## config.mk

```make
export PLATFORM = sky130hd
export DESIGN_NAME = fastram_sync_ctrl
export DESIGN_NICKNAME = d
export VERILOG_FILES = /design/src/rtl/fastram_sync_ctrl.sv
export SDC_FILE = /design/constraint.sdc
export NUM_CORES = 1
export LEC_CHECK = 0
export CAP_MARGIN = 25
export CELL_PAD_IN_SITES_DETAIL_PLACEMENT = 1
export CELL_PAD_IN_SITES_GLOBAL_PLACEMENT = 1
export CORE_UTILIZATION = 40
export DETAILED_ROUTE_END_ITERATION = 10
export DONT_BUFFER_PORTS = 1
export PLACE_DENSITY = 0.76
export SETUP_SLACK_MARGIN = 0.3
export SYNTH_ARGS = -nofsm -noshare
export SYNTH_HDL_FRONTEND = slang
export SYNTH_SLANG_ARGS = --single-unit
```

## constraint.sdc

```tcl
create_clock -name CLK -period 1.87 [get_ports CLK]
set_clock_uncertainty 0.05 [all_clocks]
set_input_delay 0.2805 -clock CLK [delete_from_list [all_inputs] [get_ports CLK]]
set_output_delay 0.2805 -clock CLK [all_outputs]
set_load 0.01 [all_outputs]
```

## src/rtl/fastram_sync_ctrl.sv

```systemverilog
// Zorro II autoconfig FastRAM controller: NUM_BLOCKS chained 2MB blocks sharing one
// DRAM array, with synchronous RAS/CAS sequencing and CAS-before-RAS refresh.
module fastram_sync_ctrl #(
  parameter int          NUM_BLOCKS       = 4,
  parameter int          REFRESH_INTERVAL = 100,
  parameter logic [15:0] MFG_ID           = 16'h07DB,
  parameter logic [7:0]  PROD_ID          = 8'd70,
  parameter logic [15:0] SERIAL           = 16'd421
) (
  input  logic        CLK,
  input  logic        RESET,
  input  logic        CFGINn,
  input  logic        ASn,
  input  logic        UDSn,
  input  logic        LDSn,
  input  logic        RWn,
  input  logic [23:1] ADDR,
  input  logic [3:0]  DBUS_IN,
  output logic [3:0]  DBUS_OUT,
  output logic        DBUS_OE,
  output logic [11:0] MADDR,
  output logic        CFGOUTn,
  output logic        RASn,
  output logic        UCASn,
  output logic        LCASn,
  output logic        OEn,
  output logic        MEMWn,
  output logic        CONFIGURED
);

  localparam logic [2:0] S_IDLE = 3'd0;
  localparam logic [2:0] S_ROW  = 3'd1;
  localparam logic [2:0] S_COL  = 3'd2;
  localparam logic [2:0] S_PRE  = 3'd3;
  localparam logic [2:0] S_RCAS = 3'd4;
  localparam logic [2:0] S_RRAS = 3'd5;

  localparam int          CW       = $clog2(REFRESH_INTERVAL);
  localparam logic [CW-1:0] RELOAD = CW'(REFRESH_INTERVAL - 1);
  localparam logic [1:0]  LAST_IDX = 2'(NUM_BLOCKS - 1);

  logic [1:0]            idx;
  logic [2:0]            base [NUM_BLOCKS];
  logic [NUM_BLOCKS-1:0] valid;
  logic                  shutup;
  logic                  wr_q;
  logic [CW-1:0]         ref_cnt;
  logic [1:0]            pending;
  logic [2:0]            state;
  logic [11:0]           row_q;

  logic       ac_active;
  logic       ac_wr;
  logic       ac_wr_rise;
  logic [7:0] reg_off;
  logic       chain;
  logic [3:0] ac_nib;
  logic       hit;
  logic       expire;
  logic       dec;

  assign ac_active  = (ADDR[23:16] == 8'hE8) & ~CFGINn & ~shutup;
  assign ac_wr      = ac_active & ~ASn & ~RWn & ~UDSn;
  assign ac_wr_rise = ac_wr & ~wr_q;
  assign reg_off    = ADDR[8:1];
  assign chain      = (idx < LAST_IDX);
  assign DBUS_OE    = ac_active & RWn & ~ASn & ~UDSn;
  assign CONFIGURED = |valid;

  always_comb begin
    case (reg_off)
      8'h00:   ac_nib = 4'b1110;
      8'h01:   ac_nib = {chain, 3'b110};
      8'h02:   ac_nib = ~PROD_ID[7:4];
      8'h03:   ac_nib = ~PROD_ID[3:0];
      8'h04:   ac_nib = ~4'b1000;
      8'h08:   ac_nib = ~MFG_ID[15:12];
      8'h09:   ac_nib = ~MFG_ID[11:8];
      8'h0A:   ac_nib = ~MFG_ID[7:4];
      8'h0B:   ac_nib = ~MFG_ID[3:0];
      8'h10:   ac_nib = ~SERIAL[15:12];
      8'h11:   ac_nib = ~SERIAL[11:8];
      8'h12:   ac_nib = ~SERIAL[7:4];
      8'h13:   ac_nib = ~SERIAL[3:0];
      8'h20:   ac_nib = 4'h0;
      8'h21:   ac_nib = 4'h0;
      default: ac_nib = 4'hF;
    endcase
  end

  // Base 0 and base 7 (which covers the E8 autoconfig window) never decode.
  always_comb begin
    hit = 1'b0;
    for (int k = 0; k < NUM_BLOCKS; k++) begin
      if (valid[k] && (base[k] == ADDR[23:21]) && (base[k] != 3'd0) && (base[k] != 3'd7))
        hit = 1'b1;
    end
    hit = hit & ~ASn;
  end

  always_ff @(posedge CLK) begin
    if (RESET) begin
      idx      <= 2'd0;
      valid    <= '0;
      shutup   <= 1'b0;
      wr_q     <= 1'b0;
      CFGOUTn  <= 1'b1;
      DBUS_OUT <= 4'hF;
      for (int k = 0; k < NUM_BLOCKS; k++) base[k] <= 3'd0;
    end else begin
      wr_q     <= ac_wr;
      DBUS_OUT <= ac_nib;
      if (ASn) CFGOUTn <= ~shutup;
      if (ac_wr_rise) begin
        if (reg_off == 8'h24 && !DBUS_IN[0]) begin
          base[idx]  <= DBUS_IN[3:1];
          valid[idx] <= 1'b1;
          if (idx == LAST_IDX) shutup <= 1'b1;
          else                 idx    <= idx + 2'd1;
        end else if (reg_off == 8'h26) begin
          shutup <= 1'b1;
        end
      end
    end
  end

  assign expire = (ref_cnt == '0);
  assign dec    = (state == S_RRAS);

  // A refresh request and a completed refresh in the same cycle cancel out.
  always_ff @(posedge CLK) begin
    if (RESET) begin
      ref_cnt <= RELOAD;
      pending <= 2'd0;
    end else begin
      ref_cnt <= expire ? RELOAD : ref_cnt - 1'b1;
      if (expire && !dec) begin
        if (pending != 2'd3) pending <= pending + 2'd1;
      end else if (dec && !expire) begin
        pending <= pending - 2'd1;
      end
    end
  end

  always_ff @(posedge CLK) begin
    if (RESET) begin
      state <= S_IDLE;
      row_q <= 12'd0;
    end else begin
      case (state)
        S_IDLE: begin
          if (hit) begin
            state <= S_ROW;
            row_q <= ADDR[22:11];
          end else if (pending != 2'd0 && ASn) begin
            state <= S_RCAS;
          end
        end
        S_ROW: begin
          if (ASn)                      state <= S_PRE;
          else if (RWn | ~UDSn | ~LDSn) state <= S_COL;
        end
        S_COL:   if (ASn) state <= S_PRE;
        S_PRE:   state <= S_IDLE;
        S_RCAS:  state <= S_RRAS;
        S_RRAS:  state <= S_PRE;
        default: state <= S_IDLE;
      endcase
    end
  end

  // Strobes are decoded from state so a reset edge releases them immediately.
  always_comb begin
    RASn  = 1'b1;
    UCASn = 1'b1;
    LCASn = 1'b1;
    OEn   = 1'b1;
    MEMWn = 1'b1;
    MADDR = 12'd0;
    case (state)
      S_ROW: begin
        RASn  = 1'b0;
        MADDR = row_q;
      end
      S_COL: begin
        RASn  = 1'b0;
        MADDR = {2'b00, ADDR[10:1]};
        UCASn = UDSn | ASn;
        LCASn = LDSn | ASn;
        OEn   = ASn;
        MEMWn = RWn | ASn;
      end
      S_RCAS: begin
        UCASn = 1'b0;
        LCASn = 1'b0;
      end
      S_RRAS: begin
        RASn  = 1'b0;
        UCASn = 1'b0;
        LCASn = 1'b0;
      end
      default: ;
    endcase
  end

endmodule
```

---- Yosys cells after proc, flatten, opt, wreduce, memory -nomap -nowiden ----
Memory sizes are Yosys's and may differ from the RTL's.
Cells that the tools add are included.
storage, ports and cells
  flip-flop bits (word level) ............. 37
  bits in writable memories ............... 12
  bits of input ports ..................... 34
  output and inout bits ................... 24
  word-level logic and storage cells ...... 153
  memories kept ........................... 1
memory list
  name  words  width  rd ports  clocked after Yosys merged registers in  write ports  line  RTL
  base  4      3      4         0                                        4            43    logic [2:0] base [NUM_BLOCKS];
cells by class
  $add $sub $neg .......................... 4
  order comparisons ....................... 3
  equality and inequality tests ........... 34
  mux-type cells .......................... 34
  bitwise logic cells ..................... 24
  reductions and logical operators ........ 43
operators by type and width
  cell                   number
  $pmux W4 S11           1
  $eq A8 B6 Y1 const B   4
  $eq A8 B4 Y1 const B   3
  $eq A8 B5 Y1 const B   3
  $pmux W12 S2           1
  $mux W1                18
  $mux W3                6
  $ne A3 B3 Y1 const B   6
  $logic_and A1 B1 Y1    17
  $eq A8 B2 Y1 const B   2
  $pmux W3 S5            1
  $eq A3 B3 Y1           4
  $reduce_bool A3 Y1     4
  $and A1 B1 Y1          10
  $reduce_and A3 Y1      3
  $eq A8 B1 Y1 const B   1
  $eq A8 B3 Y1 const B   1
  $eq A8 B8 Y1 const B   1
  $logic_not A8 Y1       1
  $mux W2                4
  $not A1 Y1             8
  $reduce_or A2 Y1       4
  $logic_not A7 Y1       1
  $sub A7 B1 Y7 const B  1
  other kinds (21)       37

---- Longest topological paths before layout ----
  word-level depth ........................ 12
  depth in mapped cells ................... 8
  mapped depth without buffers ............ 7

---- Worst setup path before layout ----
OpenSTA, ideal clock, no wires.
  path type ............................... input-to-reg
  start ................................... in ASn
  end ..................................... mem base[0][0] (enable)
  setup time .............................. 294 ps
  data arrival time ....................... 1504 ps
  required time ........................... 1526 ps
  path slack .............................. 22 ps
  stages on the path ...................... 6
  buffers on the path ..................... 2
  cells stage by stage .................... buf_6 -> nor4_4 -> nand3_2 -> nor4_4 -> buf_6 -> a21o_2
RTL lines
  element             line  RTL
  start: declaration  13    input logic ASn,
  end: declaration    43

==> results.toml <==
[placement]
place.gp.congestion = 0.721
dp_slack_ps = -6.84
io_buffers = 0
dp_hpwl_um = 5100

[synth]
synth_edf_count = 12
ys_seq_area_share_pct = 38.7
ys_top_cells_by_area = "dfxtp_1 (26%), edfxtp_1 (13%), nand2b_1 (6.2%)"
avgSynthCellArea_um2 = 8.87
syn_area_um2 = 2850
ys_seq_elements = 49
ys_top_cells_by_count = "nor2_1 (43), dfxtp_1 (37), nand2b_1 (28)"
yosys_warnings = 0
synth_top_flop_cell = "dfxtp_1"
yosysMostFrequentCell = "nor2_1"
async_reset_ff_share_pct = 0
synth.top_cell.area_share_pct = 26.0
ys_types = 56
netlist_instances = 321
yosys.area.top_type = "dfxtp_1"
synth_fp_nets = 360

[drt]
vias = 2490
drt_iter0_drc = 138
finalWirelength_um = 8420
drc_errors = 0
routed_via_density = 5.67
drtPass1Iterations = 4
ant_nets = 0
wire_per_inst_um = 19.2

[timing]
slew_headroom_pct = 61.7
hold_viol_final = 0
final.setup.worst_slack_ps = 90.2
slew_violations = 0
rsz0062_at_grt = "yes"
max_freq_mhz = 562
timing.hold.ws_ps = 28.9
finalSetupTns_ps = 0
layout_min_cycle_time_ps = 1780
finalSetupViolations = 0
fin_crit_sh_pct = 95.2
worstMarginPinSlew_ps = 572

[clocking]
cts.path.max_buffers = 2
clkTransAtPathRegs_ps = 100
cts-buffers-inserted = 5
cts_tree = "built"
cts.sinks = 49
clock_latency_ps = 310
cts-root-buf = "clkbuf_8"
cts_max_level = 2

[floorplan]
core_area_um2 = 6830
ios = 58
die_y_um = 86.4
die_w_um = 86.4
rows = 30
initial_core_util_pct = 41.7
die_area_um2 = 7460

[global_route]
grt_max_degree = 53
grt.total_usage_pct = 21.5
grt_pass1_wl_um = 12500
grt_antenna_before_repair = 0
grt_overflow_total = 0
grt_pass1_vias = 2503

[hold_path]
holdCritStartpoint = "RESET"
min_path_type = "input pin to flop"
hold_end = "DBUS_OUT[1]"
whs_path_depth = 2

[critical_path]
r2r_end = "row_q[8]"
timing.rr.start = "base[2][0]"
worstRegToRegCells = 6
endpoint_kind = "flop"
path_max_fanout = 9
crit_path_start_kind = "flop"
r2r_setup_slack_ps = 90
arrival_ps = 1970
path_class = "flop to flop"
critPathRequiredTime_ps = 2060

[cells_and_area]
fin_nets = 381
syn_to_final_growth_pct = 28.3
drive_gt1_share_pct = 38.2
fill_cells = 770
regArea_um2 = 1120
diodes = 0
multiInputGateArea_um2 = 1900

[power_and_ir_drop]
p_clk_share_pct = 35.5
p_seq_share_pct = 51.6
comb_power_share_pct = 13.0
p_int_mw = 1.65
p_per_area_nw_per_um2 = 600
swShare_pct = 24.9
leakagePower_nw = 1.29
ir_drop_v = 0.000268
switchingPower_mw = 0.544

[job]
maxCapViolCount = 0

[status]
status = "finished, final reports clean"
-- worst max-delay path, cell delays in order (launching register included) --
cell	delay, ps
edfxtp_1	430
xnor2_2	170
nand4b_1	170
a21oi_2	220
o31a_1	280
buf_12	180
mux2i_1	190
-- timing repair --
item                                    4_1_cts  5_1_grt
endpoints found under the setup margin       65       66
gates cloned                                  2        0
resized for setup                            67       32
buffers inserted                             13        8
hold buffers                                  1        1
endpoints found under the hold margin        12       12
pin swaps                                    29       30
-- metal layers --
layer	track usage [%]	up-vias	wire length, um
met1	24.4	1230	3500
met5	0	-	0
met2	37.8	70	4170
met4	8.94	0	243
li1	-	1171	-
met3	6.29	19	505
-- flip-flops by register name, summed over array words and instances, names as in the netlist --
register,flops
DBUS_OUT,4
valid,4
row_q,12
idx,2
ref_cnt,7
CFGOUTn,1
shutup,1
base,12
wr_q,1
pending,2
state,3
-- stage by stage --
step           area, um^2  power [mW]  std cells  utilization, %
3_5_place_dp         2980        1.34        406            43.6
3_3_place_gp         2980        1.34        406            43.6
4_1_cts              3450        2.17        430            50.4
5_1_grt              3650        2.27        439            53.5
2_1_floorplan        2910        1.34        321               -
6_report             3650        2.19        439            53.5
-- power by group through the flow --
stage               Sequential, mW  Clock [mW]  Combinational [mW]
floorplan                     1.15           0               0.196
global placement              1.15           0               0.184
detailed placement            1.15           0               0.190
CTS                           1.13       0.794               0.249
global route                  1.13       0.834               0.304
finish                        1.13       0.776               0.284
-- final cells by class --
type / count / area share, %
Clock buffer: 5 / 1.88
Clock inverter: 3 / 1.13
Inverter: 11 / 1.23
Multi-Input combinational cell: 237 / 52.1
Sequential cell: 49 / 30.7
Tap cell: 96 / 3.29
Timing Repair Buffer: 38 / 9.66
-- kinds of logic after synthesis --
group / share of synthesized area, %
simple gates: 27.7
compound gates: 16.6
flops: 38.7
buf+inv: 6.33
xor+xnor: 4.00
mux: 4.57
fa+ha+maj: 2.20
-- layout by cell type, fill, tap and decap left out, types with 6 or more instances in the layout --
cell      instances
nor2_1           25
nor3_1            6
inv_1             9
xnor2_1           8
dfxtp_1          28
nor2_2           13
nand2b_1         27
dfxtp_2           6
buf_6             8
mux2i_1          13
buf_4            25
a21oi_1          14
a22oi_2          11
edfxtp_1         12
nand2_1          12
-- worst max path at each step --
| stage | to | from | slack [ps] |
|---|---|---|---|
| floorplan | base[0][0] | shutup | 60 |
| global placement | base[0][0] | shutup | 80 |
| detailed placement | base[0][0] | shutup | -7 |
| CTS | base[2][1] | shutup | 150 |
| global route | row_q[5] | base[2][1] | 20 |
| finish | row_q[8] | base[2][0] | 90 |
Power figures use the tool's default switching activity.
==> variant, RTL diff (same settings) <==
Put a register stage on the outputs `DBUS_OE` and `CONFIGURED`. The values now appear one clock later. The other outputs are not delayed to match.
--- a/src/rtl/fastram_sync_ctrl.sv
+++ b/src/rtl/fastram_sync_ctrl.sv
@@ -64,8 +64,10 @@
   assign ac_wr_rise = ac_wr & ~wr_q;
   assign reg_off    = ADDR[8:1];
   assign chain      = (idx < LAST_IDX);
-  assign DBUS_OE    = ac_active & RWn & ~ASn & ~UDSn;
-  assign CONFIGURED = |valid;
+  always_ff @(posedge CLK) begin
+    DBUS_OE    <= ac_active & RWn & ~ASn & ~UDSn;
+    CONFIGURED <= |valid;
+  end
 
   always_comb begin
     case (reg_off)
Behaviour: not the same (a bounded check fails within 4 cycles, from zero or initial values and one cycle with RESET high).
==> variant against the original RTL <==
Setup slack worse by 0.020 ns. Global-route usage is 0.16 points lower. Sequential cell count is 2 higher. Count of clock-buffer cells in the layout stayed put. Total power is 0.11% higher. Synthesized area is 0.70% lower. Cell area is 2.3% lower. Final cell count is 1.6% lower. Sequential share of layout area is 1.7 points higher. Wire length is 4.4% lower. Combinational power is 25% lower. Largest cell class unchanged. Largest power group unchanged.
==> variant: results (changes against the original RTL) <==
Outcome
The flow ran to the end, and the final reports show no timing, DRC or antenna violations.

GRT
The first-pass GRT wire length came to 12.4 mm (-1.5%). The initial antenna violation count is 0 (unchanged). The overall global routing resource usage was 21.4% (-0.16 points). The number of global-route vias before repair is 2420 (-3.3%). The maximum number of pins on one net before global-route repair is 51 (-3.8%).

Synthesis
Of all cell types, the one taking the most synthesized area is dfxtp_1. The count of unique library cells instantiated by Yosys is 59 (+5.4%). The share of flip-flops with an asynchronous set or reset is 0% (unchanged). Yosys attributes the largest share of cell area to dfxtp_1, edfxtp_1, nand2b_1. The share of synthesized area occupied by flip-flops and latches is 40.4% (+1.7 points).

The number of synthesis warnings is 0 (unchanged). The count of flip-flops with a built-in enable after synthesis is 12 (unchanged). The synthesized netlist cell count is 317 (-1.2%). The commonest cells after synthesis are nor2_1, dfxtp_1, nand2b_1. The net count after synthesis is 356 (-1.1%).

Pwr
The leakage dissipation is 1.27 nW (-1.6%). The worst IR drop on VDD is 0.314 mV (+17%).

Clocking
After clock tree synthesis, the clock-pin slew on the worst setup and hold paths is 0.11 ns. The insertion delay to the later sink of the worst-skew pair is ~0.32 ns. The CTS root buffer is clkbuf_8. The number of buffers between clock root and the deepest sink is 2 (unchanged).

The depth of the CTS H-tree is 2 (unchanged). The clock buffer count from CTS is 5 (unchanged).

Worst hold path
The sink of the worst hold path is state[2]$_SDFFE_PP0P_. The startpoint identified for the worst hold timing path is RESET. The hold-critical path depth is 1 (-1).

The tightest min-delay check is of the primary input to flip-flop type.

Placement
The port buffer count is 0 (unchanged). The estimated wirelength of the detail-placed design came to 5.35 mm (+4.9%). The worst setup timing slack at the placement stage is -0.0262 ns (-0.0194 ns). The weighted congestion at the end of routability-driven global placement came to 0.814 (+13%). The total cell area at the placement stage is 3040 sq um (+1.9%).

Worst setup path
In this run the critical register-to-register path is captured at base[1][2]$_SDFFCE_PN0P_. The largest driver fanout on the critical path is 4 (-5). The arrival time at the worst endpoint is 1.94 ns (-0.03 ns). The number of cells traversed by the worst register-to-register path is 5 (-1). The startpoint identified for the worst register-to-register timing path is shutup$_SDFFE_PP0P_. The worst reg-to-reg setup slack is 0.07 ns (-0.02 ns).

Detailed routing
The total length of routed wires is 8.05 mm (-4.4%). The number of design-rule violations left by the first detailed-router iteration came to 83 (-40%). The count of nets left with antenna violations after detail routing was 0 (unchanged). The met1 wire length is 3.65 mm (+4.2%). The met2 wire length is 3.99 mm (-4.2%).

The met3 wire length was 274 um (-46%). The overall via count from detail_route came to 2375 (-4.6%). The number of search-and-repair iterations in the first detailed-routing pass is 4 (unchanged). The highest metal layer carrying signal wires in the routed design is met4.

Final layout
The net total in the final layout came to 374 (-1.8%). The number of diodes added for antenna fixing came to 0 (unchanged). The non-filler instance count after layout came to 432 (-1.6%). The layout filler cell count came to 760 (-1.3%). The largest registers in the layout are base (12), row_q (12), ref_cnt (7). The proportion of layout cells with a drive suffix above 1 is 32.1% (-6.0 points).

Timing
The slew at the pin closest to its max-slew limit is 0.591 ns (+0.0190 ns).
[variant: worst max-delay path by stage]
stage	from	endpoint	slack, ns
2_1_floorplan	ADDR[22]	idx[0]$_SDFFE_PP0P_	0.11
3_3_place_gp	ADDR[17]	base[0][2]$_SDFFCE_PN0P_	0.04
3_5_place_dp	ADDR[17]	base[1][2]$_SDFFCE_PN0P_	-0.03
4_1_cts	shutup$_SDFFE_PP0P_	base[2][2]$_SDFFCE_PN0P_	0.09
5_1_grt	shutup$_SDFFE_PP0P_	idx[0]$_SDFFE_PP0P_	-0.007
6_report	shutup$_SDFFE_PP0P_	base[1][2]$_SDFFCE_PN0P_	0.07
[variant: cell type report]
cell class | count | area, sq um | share of cell area, %
clock inverters | 3 | 42.5 | 1.19
repair buffers | 32 | 299 | 8.38
clock buffers | 5 | 68.8 | 1.93
multi-input cells | 235 | 1840 | 51.6
flip-flops and latches | 51 | 1150 | 32.3
inverters | 10 | 41.3 | 1.16
well taps | 96 | 120 | 3.37
[variant: kinds of logic after synthesis]
logic type      after synthesis  share of synthesized area, %
mux                          16                          5.66
buf+inv                      31                          4.60
flops                        51                          40.4
simple gates                141                          27.9
xor+xnor                     12                          3.72
compound gates               61                          15.5
fa+ha+maj                     5                          2.21
[variant: timing repair]
action	CTS	global route
gates cloned	0	0
endpoints found under the setup margin	66	71
gates resized for setup	40	38
hold buffers	1	1
setup buffers	11	5
pin swaps	21	19
endpoints found under the hold margin	12	11
[variant: critical path, stage by stage (launching register included)]
cell	delay, ns
dfxtp_2	0.35
nor4_4	0.14
nand3_2	0.17
or4_4	0.55
nor3b_4	0.25
and2_1	0.17
[variant: per-stage QoR]
stage                     setup TNS, ns  hold slack [ns]  power (mW)
after global routing           -0.00686          0.00173        2.26
final                                 0          0.00572        2.19
after CTS                             0          -0.0316        2.17
after global placement                0            0.306        1.35
after detailed placement        -0.0604            0.310        1.36
after floorplan                       0            0.310        1.36
[variant: metal layers]
| layer | vias up | GRT usage, % |
|---|---|---|
| met5 | - | 0 |
| met4 | 0 | 5.76 |
| met3 | 12 | 4.43 |
| met2 | 45 | 36.4 |
| met1 | 1164 | 27.4 |
| li1 | 1154 | - |
[variant: report_power, final]
group / internal [mW] / switching (mW) / total (mW)
Clock: 0.400 / 0.407 / 0.807
Sequential: 1.15 / 0.0218 / 1.17
Combinational: 0.114 / 0.100 / 0.214
Total: 1.66 / 0.529 / 2.19
